`config.mk`:
```
export PLATFORM = sky130hd
export DESIGN_NAME = alu_m_seq
export DESIGN_NICKNAME = d
export VERILOG_FILES = /design/src/rtl/alu_m_defs.sv /design/src/rtl/alu_m_step.sv /design/src/rtl/alu_m_seq.sv
export SDC_FILE = /design/constraint.sdc
export NUM_CORES = 1
export LEC_CHECK = 0
export ABC_AREA = 1
export BUFFER_PORTS_ARGS = -buffer_cell sky130_fd_sc_hd__buf_2
export CAP_MARGIN = 0
export CORE_UTILIZATION = 33
export DETAILED_ROUTE_END_ITERATION = 8
export HOLD_SLACK_MARGIN = 0.12
export SKIP_LAST_GASP = 1
export SYNTH_ARGS = -nofsm -noshare
export SYNTH_HDL_FRONTEND = slang
export SYNTH_SLANG_ARGS = --single-unit
export TNS_END_PERCENT = 50
```
`constraint.sdc`:
```
create_clock -name iCLK -period 2.5 [get_ports iCLK]
set_input_delay 0.25 -clock iCLK [delete_from_list [all_inputs] [get_ports iCLK]]
set_output_delay 0.25 -clock iCLK [all_outputs]
set_load 0.03 [all_outputs]
```
`src/rtl/alu_m_defs.sv`:
```
// Shared definitions for the RV32M sequential execution unit.
// Holds M-extension decode constants and FSM state encodings.
package alu_m_defs;

  localparam logic [6:0] OPCODE_M = 7'b0110011;
  localparam logic [6:0] FUNCT7_M = 7'b0000001;

  localparam logic [2:0] F3_MUL    = 3'b000;
  localparam logic [2:0] F3_MULH   = 3'b001;
  localparam logic [2:0] F3_MULHSU = 3'b010;
  localparam logic [2:0] F3_MULHU  = 3'b011;
  localparam logic [2:0] F3_DIV    = 3'b100;
  localparam logic [2:0] F3_DIVU   = 3'b101;
  localparam logic [2:0] F3_REM    = 3'b110;
  localparam logic [2:0] F3_REMU   = 3'b111;

  typedef enum logic [1:0] {
    IDLE = 2'd0,
    CALC = 2'd1,
    FIX  = 2'd2,
    DONE = 2'd3
  } state_t;

endpackage

```
`src/rtl/alu_m_step.sv`:
```
// One radix-2 iteration: shift-add multiply or restoring divide.
// acc holds {hi, lo}; lo is the multiplier or the dividend being consumed.
module alu_m_step #(
  parameter int XLEN = 32
) (
  input  logic              opDiv,
  input  logic [2*XLEN-1:0] acc,
  input  logic [XLEN-1:0]   opnd,
  output logic [2*XLEN-1:0] accNext
);

  logic [XLEN:0] sum;
  logic [XLEN:0] remSh;
  logic [XLEN:0] diff;

  always_comb begin
    sum   = {1'b0, acc[2*XLEN-1:XLEN]}
          + (acc[0] ? {1'b0, opnd} : '0);
    remSh = {acc[2*XLEN-1:XLEN], acc[XLEN-1]};
    diff  = remSh - {1'b0, opnd};
    // borrow out of the top bit means the trial subtract must be undone
    if (opDiv) begin
      if (diff[XLEN]) begin
        accNext = {remSh[XLEN-1:0], acc[XLEN-2:0], 1'b0};
      end else begin
        accNext = {diff[XLEN-1:0], acc[XLEN-2:0], 1'b1};
      end
    end else begin
      accNext = {sum, acc[XLEN-1:1]};
    end
  end

endmodule

```
`src/rtl/alu_m_seq.sv`:
```
// Multi-cycle RV32M unit: magnitude iteration plus final sign fix.
// Divide-by-zero and signed overflow bypass the iteration entirely.
module alu_m_seq
  import alu_m_defs::*;
#(
  parameter int XLEN  = 32,
  parameter int CNT_W = 6
) (
  input  logic            iCLK,
  input  logic            iRST,
  input  logic            iVALID,
  input  logic [2:0]      iFUNCT3,
  input  logic [XLEN-1:0] iALU_IN1_M,
  input  logic [XLEN-1:0] iALU_IN2_M,
  input  logic            iKILL,
  output logic            oREADY,
  output logic            oBUSY,
  output logic            oVALID,
  output logic [XLEN-1:0] oALU_OUT_M
);

  localparam logic [XLEN-1:0] MinNeg =
    {1'b1, {(XLEN-1){1'b0}}};

  state_t stateQ, stateD;

  logic [CNT_W-1:0]  cnt;
  logic [2*XLEN-1:0] acc, accNext, prodS;
  logic [XLEN-1:0]   opnd, outQ;
  logic [2:0]        opQ;
  logic              negMain, negRem;

  logic            sgn1, sgn2;
  logic            divZero, ovf, special, accept;
  logic [XLEN-1:0] mag1, mag2, specialRes, fixRes;
  logic [XLEN-1:0] quot, rem;

  alu_m_step #(
    .XLEN(XLEN)
  ) uStep (
    .opDiv  (opQ[2]),
    .acc    (acc),
    .opnd   (opnd),
    .accNext(accNext)
  );

  always_comb begin
    sgn1 = iALU_IN1_M[XLEN-1] & (iFUNCT3 inside
      {F3_MULH, F3_MULHSU, F3_DIV, F3_REM});
    sgn2 = iALU_IN2_M[XLEN-1] & (iFUNCT3 inside
      {F3_MULH, F3_DIV, F3_REM});
    mag1 = sgn1 ? -iALU_IN1_M : iALU_IN1_M;
    mag2 = sgn2 ? -iALU_IN2_M : iALU_IN2_M;
    divZero = iFUNCT3[2] & (iALU_IN2_M == '0);
    ovf = (iFUNCT3 inside {F3_DIV, F3_REM})
        & (iALU_IN1_M == MinNeg) & (&iALU_IN2_M);
    special = divZero | ovf;
    // funct3[1] separates REM* from DIV*
    if (iFUNCT3[1]) begin
      specialRes = divZero ? iALU_IN1_M : '0;
    end else begin
      specialRes = divZero ? '1 : MinNeg;
    end
    accept = (stateQ == IDLE) & iVALID & ~iKILL;
  end

  always_comb begin
    prodS  = negMain ? -acc : acc;
    quot   = acc[XLEN-1:0];
    rem    = acc[2*XLEN-1:XLEN];
    fixRes = '0;
    unique case (1'b1)
      (opQ == F3_MUL):
        fixRes = prodS[XLEN-1:0];
      (opQ inside {F3_MULH, F3_MULHSU, F3_MULHU}):
        fixRes = prodS[2*XLEN-1:XLEN];
      (opQ inside {F3_DIV, F3_DIVU}):
        fixRes = negMain ? -quot : quot;
      (opQ inside {F3_REM, F3_REMU}):
        fixRes = negRem ? -rem : rem;
      default:
        fixRes = '0;
    endcase
  end

  always_comb begin
    stateD = stateQ;
    oVALID = 1'b0;
    unique case (stateQ)
      IDLE: if (accept) stateD = special ? DONE : CALC;
      CALC: if (cnt == CNT_W'(XLEN-1)) stateD = FIX;
      FIX:  stateD = DONE;
      DONE: begin
        oVALID = 1'b1;
        stateD = IDLE;
      end
    endcase
    if (iKILL && stateQ != IDLE) begin
      stateD = IDLE;
      oVALID = 1'b0;
    end
  end

  always_ff @(posedge iCLK) begin
    if (iRST) begin
      stateQ  <= IDLE;
      cnt     <= '0;
      acc     <= '0;
      opnd    <= '0;
      opQ     <= '0;
      negMain <= 1'b0;
      negRem  <= 1'b0;
      outQ    <= '0;
    end else begin
      stateQ <= stateD;
      if (accept) begin
        opQ     <= iFUNCT3;
        cnt     <= '0;
        acc     <= {{XLEN{1'b0}}, mag1};
        opnd    <= mag2;
        negMain <= sgn1 ^ sgn2;
        negRem  <= sgn1;
        if (special) outQ <= specialRes;
      end else if (!iKILL) begin
        if (stateQ == CALC) begin
          acc <= accNext;
          cnt <= cnt + CNT_W'(1);
        end
        if (stateQ == FIX) outQ <= fixRes;
      end
    end
  end

  assign oREADY     = (stateQ == IDLE);
  assign oBUSY      = (stateQ != IDLE);
  assign oALU_OUT_M = outQ;

endmodule

```
Yosys cells after proc, flatten, opt, wreduce, memory -nomap -nowiden

Index checks and enable logic that the tools add are counted.

Register bits after elaboration: 141
Output and inout bits: 35
Word-level logic and storage cells: 92

Equal/unequal tests: 20
Reductions and logical operators: 20
Bitwise logic cells: 10
Mux-type cells: 25
$add $sub $neg: 8

Operators with widths:

| operator                                               | number |
|---|---|
| two-way mux 32 bit                                     | 14 |
| two-way mux 64 bit                                     | 3 |
| negation 32 bit                                        | 4 |
| case mux 32 bit (4 select lines)                       | 1 |
| negation 64 bit                                        | 1 |
| adder 32 x 32 -> 33 bit                                | 1 |
| subtractor 33 x 32 -> 33 bit                           | 1 |
| equality test 32 bit (second input constant)           | 1 |
| logical NOT 32 bit                                     | 1 |
| AND reduction 32 bit                                   | 1 |
| two-way mux 31 bit                                     | 1 |
| equality test 3 bit (second input constant)            | 6 |
| nonzero test 2 bit                                     | 6 |
| equality test 3 x 2 -> 1 bit (second input constant)   | 3 |
| case mux 2 bit (4 select lines)                        | 1 |
| bitwise AND 1 bit                                      | 7 |
| adder 6 x 1 -> 6 bit (second input constant)           | 1 |
| equality test 3 x 1 -> 1 bit (second input constant)   | 2 |
| equality test 6 x 5 -> 1 bit (second input constant)   | 1 |
| two-way mux 2 bit                                      | 3 |
| AND reduction 2 bit                                    | 3 |
| nonzero test 3 bit                                     | 2 |
| equality test 2 bit (second input constant)            | 2 |
| inequality test 2 x 1 -> 1 bit (second input constant) | 2 |
| other kinds (12)                                       | 15 |

Depth between registers and ports, before layout

Depth after elaboration: 8
Depth in mapped cells: 20
Mapped depth without buffers: 20

Cells and area by module

From an unflattened synthesis, not the netlist that was laid out.

Cell total of the unflattened synthesis: 3390
Area, all modules: 17834.6 um2

By module, submodules not included:

| module     | cells each | instances | area each (um2) |
|---|---|---|---|
| alu_m_seq  | 2087       | 1         | 11398.4 |
| alu_m_step | 1303       | 1         | 6436.2 |

Least setup slack after synthesis

Ideal clock, no wire load.

Path type: reg2reg
From: register acc[32]
To: register acc[58]
Stages on the path, launching flop included: 18
Slack: 0.096 ns
Arrival: 2.284 ns
Library setup time: 0.119 ns
Period minus slack after synthesis: 2.404 ns
Path through: dfxtp_1 -> clkinv_1 -> fa_1 -> inv_1 -> nand2_1 -> nand2_1 -> nand3_1 -> nand2_1 -> nand2_1 -> nand2_1 -> nand2_1 -> nand2_1 -> nand2_1 -> nand2_4 -> buf_2 -> nand3_1 -> nand3_1 -> a21oi_1

Cells in the longest elaborated chain, start to end: 3
Elaborated cells on any way between the ends: 4
Classes of those cells: add/sub (2); mux (2)

RTL lines:

| what                         | line             | source |
|---|---|---|
| from (decl)                  | alu_m_seq.sv:28  | `logic [2*XLEN-1:0] acc, accNext, prodS;` |
| from (signal assigned)       | alu_m_seq.sv:119 | `acc <= {{XLEN{1'b0}}, mag1};` |
| from (signal assigned)       | alu_m_seq.sv:126 | `acc <= accNext;` |
| subtractor 33 x 32 -> 33 bit | alu_m_step.sv:20 | `diff = remSh - {1'b0, opnd};` |
| two-way mux 64 bit           | alu_m_step.sv:23 | `if (diff[XLEN]) begin` |
| two-way mux 64 bit *         | alu_m_step.sv:22 | `if (opDiv) begin` |

Every way passes the cells marked *; elsewhere a longest branch is shown, timed or not.
A chain may end at the register's enable or synchronous reset.

Final worst setup path

From: register opnd[10]
To: register acc[35]

Cells in the longest elaborated chain, start to end: 3

RTL lines:

| what                         | line             | source |
|---|---|---|
| from (decl)                  | alu_m_seq.sv:29  | `logic [XLEN-1:0] opnd, outQ;` |
| from (signal assigned)       | alu_m_seq.sv:120 | `opnd <= mag2;` |
| subtractor 33 x 32 -> 33 bit | alu_m_step.sv:20 |  |
| two-way mux 64 bit           | alu_m_step.sv:23 |  |
| two-way mux 64 bit           | alu_m_step.sv:22 |  |

No other way between the ends.

==> results by group <==
STA
  – Final worst path period need: 2480 ps
  – # setup viols final: 0
  – Post-route setup slack: 21.6 ps
  – Final Slew Violations: 0
  – Unrepaired setup endpoints after global routing: true
  – Crit share post-route: 99.1%
  – Final TNS setup: 0 ps
  – Max frequency: 403 MHz
  – Slew margin rel.: 54.7%
  – Final hold vios: 0
  – Worst-margin pin slew: 680 ps
  – Hold slack: 139 ps
  – Fin Clk Skew: 17.3 ps

Synth
  – Sequential-to-total area share from yosys stat: 17.0%
  – Synth unique cells: 53
  – Syn_nets: 3258
  – Synth Flop Type: dfxtp_1
  – Synthesized flop and latch total: 141
  – Yosys warns: 0
  – Post-synth EDFFs: 0
  – Asr flop ratio synth: 0%
  – Synthesized area: 16600 sq um
  – Syn_area_per_cell: 5.34 sq um
  – Syn Inst Count: 3111

Global routing
  – GR Overflow Total: 0
  – Total GRT Usage: 29.3%
  – Vias in the first global route: 19288
  – Antenna violations before repair: 1
  – Largest net degree at the start of global routing: 85
  – Global-route wire length before repair: 114 mm

Route
  – Final wirelength: 76.3 mm
  – Metal2 WL: 31.9 mm
  – Routed Antenna Nets: 0
  – Via-to-Cell Ratio: 5.32
  – DRC: 0
  – Initial DRC Count: 2477
  – DR WL met3: 7.66 mm
  – Met1 wire length: 33.5 mm
  – Max Used Layer: met4
  – Drt wl/cell: 18.6 um
  – Vias: 21778
  – Drt pass-1 iters: 6

Critical path
  – CP Data Arrival Time: 2890 ps
  – CP Capture Type: register
  – Slowest stage delay, CP: 380 ps
  – Crit-path cells: inv_1 -> ha_1 -> nand2_1 -> inv_1 -> nand2_1 -> nand2_1 -> a21oi_2 -> nand2_4 -> nand2_4 -> nand2_4 -> nand2_4 -> nand2_8 -> buf_12 -> clkbuf_16 -> o21ai_2 -> nand2_1 -> a21oi_2
  – Worst setup path class: reg2reg
  – CP required: 2910 ps
  – Slowest CP cell: dfxtp_4
  – Crit-path max FO: 6
  – CP startpoint kind: register

Layout
  – ANT cells: 0
  – Filler cells: 5468
  – Most frequent cells in the layout: nand2_1, inv_1, nor2_1, nand3_1, buf_4
  – Layout cells sized above 1: 17.4%
  – Most common cell after layout, fill and taps aside: nand2_1
  – Post-route insts no fill: 4095
  – Layout area overhead: 28.2%
  – Nets@finish: 3566

Min path
  – Min-Delay Path Class: in2reg

Clock network
  – Clock root buffer: clkbuf_16
  – CTS sink cnt: 141
  – H-tree depth: 4
  – Clk_lat worst skew: 480 ps
  – TritonCTS buffer count: 17
  – Clock Path Buffers: 2
  – CTS tree: yes
  – Clock-pin slew on the worst setup and hold paths: 70 ps

Place
  – HPWL Detailed: 61.3 mm
  – PortBufs: 105
  – GP Congestion: 1.08
  – Placed cell count: 4034
  – Pre-CTS setup slack: -324 ps

Flow run
  – Max cap viols: 0

Die
  – Die Y: 226 um
  – Core area: 49300 sq um
  – Initial Util: 33.7%
  – FP Rows: 81
  – Die W: 226 um
  – Ports: 106
  – DIE AREA: 51200 sq um

Power
  – Worst VDD drop: 0.607 mV
  – Psw: 10400 uW
  – Int Pwr: 9530 uW
  – Flop pwr share: 15.5%
  – Sw frac: 52.2%
  – Logic pwr share: 70.1%
  – Share of total power in the clock network: 14.4%
  – Power per Cell Area: 937 nW/um^2
  – Pleak: 0.0110 uW

Outcome
  – Outcome: finished, final reports clean
[power groups by stage]
stage                     clock network [uW]  registers (uW)  logic, uW
after floorplan                            0            3130       7310
after global placement                     0            3090      11900
after detailed placement                   0            3090      11900
after CTS                               2880            3050      12400
after global routing                    2960            3120      15200
final                                   2860            3090      14000
[logic make-up after synthesis]
family,after synthesis,synth area share [%]
xor+xnor,45,2.37
fa+ha+maj,76,5.82
flops,141,17.0
simple gates,1690,42.2
compound gates,575,19.0
buf+inv,584,13.6
[area by class of cell]
| type | count | area (sq um) | share of cell area, % |
|---|---|---|---|
| clock buffer | 18 | 439 | 2.06 |
| clock inverter | 13 | 190 | 0.894 |
| inverter | 479 | 1800 | 8.45 |
| multi-input combinational | 2386 | 12200 | 57.2 |
| sequential | 141 | 2870 | 13.5 |
| tap | 664 | 831 | 3.90 |
| timing repair buffer | 394 | 2970 | 14.0 |
[metrics by stage]
step           instance area, sq um  total power [uW]  utilization (%)
2_1_floorplan                 16600             10400                -
3_3_place_gp                  19600             15000             39.8
3_5_place_dp                  19600             14900             39.8
4_1_cts                       20500             18300             41.6
5_1_grt                       21300             21300             43.2
6_report                      21300             19900             43.2
[path summary, 6_finish.rpt]
path                                startpoint        to  slack (ps)  cells after the start
worst max-delay path                  opnd[10]   acc[35]          20                     17
worst min-delay path            iALU_IN2_M[19]  opnd[19]         140                      3
worst max register to register        opnd[10]   acc[35]          20                     17
worst min register to register        opnd[27]  opnd[27]         480                      2
[critical path: cells and delay by family (launching register included)]
kind	cells	cell delay, ps
adder cells (fa/ha/maj)	1	300
AND/OR/NAND/NOR	9	840
AO/OA/AOI/OAI	3	460
buffers and inverters	4	440
flip-flops	1	380
[cell usage after synthesis, types with 3 or more instances]
| cell type | instances | area share [%] |
|---|---|---|
| nand2_1 | 925 | 21 |
| ha_1 | 74 | 5.6 |
| clkbuf_1 | 69 | 1.6 |
| clkinv_1 | 3 | 0.068 |
| inv_2 | 5 | 0.11 |
| a21oi_1 | 222 | 6.7 |
| nor2_1 | 368 | 8.3 |
| o21ai_0 | 230 | 6.9 |
| buf_1 | 14 | 0.32 |
| nor3_1 | 41 | 1.2 |
| o211ai_1 | 6 | 0.27 |
| o22ai_1 | 23 | 0.87 |
| dfxtp_1 | 141 | 17 |
| a21o_1 | 3 | 0.14 |
| a31oi_1 | 8 | 0.30 |
| nor4_1 | 7 | 0.26 |
| or2_2 | 7 | 0.26 |
| xor2_1 | 33 | 1.7 |
| nand3b_1 | 14 | 0.63 |
| o21bai_1 | 9 | 0.41 |
| xnor2_1 | 12 | 0.63 |
| buf_6 | 5 | 0.34 |
| nand3_2 | 3 | 0.18 |
| o31ai_1 | 5 | 0.23 |
| inv_1 | 471 | 11 |
| a211oi_1 | 29 | 1.3 |
| a221oi_1 | 7 | 0.37 |
| buf_2 | 15 | 0.45 |
| nand4_1 | 33 | 1.2 |
| o21ai_1 | 8 | 0.24 |
| o2111ai_1 | 5 | 0.26 |
| nand3_1 | 278 | 8.4 |
| o221ai_1 | 4 | 0.21 |
| a21oi_2 | 7 | 0.37 |
| a21boi_0 | 4 | 0.18 |
[state kept, by name, summed over array words and instances, names as in the netlist]
signal,cells
acc,64
oALU_OUT_M,32
opnd,32
cnt,6
opQ,3
stateQ,2
negMain,1
negRem,1
[metal layers]
| metal | GRT usage [%] | up-vias |
|---|---|---|
| met5 | 0 | - |
| met2 | 43.5 | 1077 |
| met3 | 5.40 | 151 |
| li1 | - | 10645 |
| met1 | 41.4 | 9905 |
| met4 | 11.8 | 0 |
[repair_timing]
item	4_1_cts	5_1_grt
resized for setup	19	165
endpoints found under the hold margin	14	0
pin swaps	3	33
setup buffers	0	11
hold buffers	14	0
setup endpoints to repair	23	62
cloned	2	3
Power figures use the tool's default switching activity.
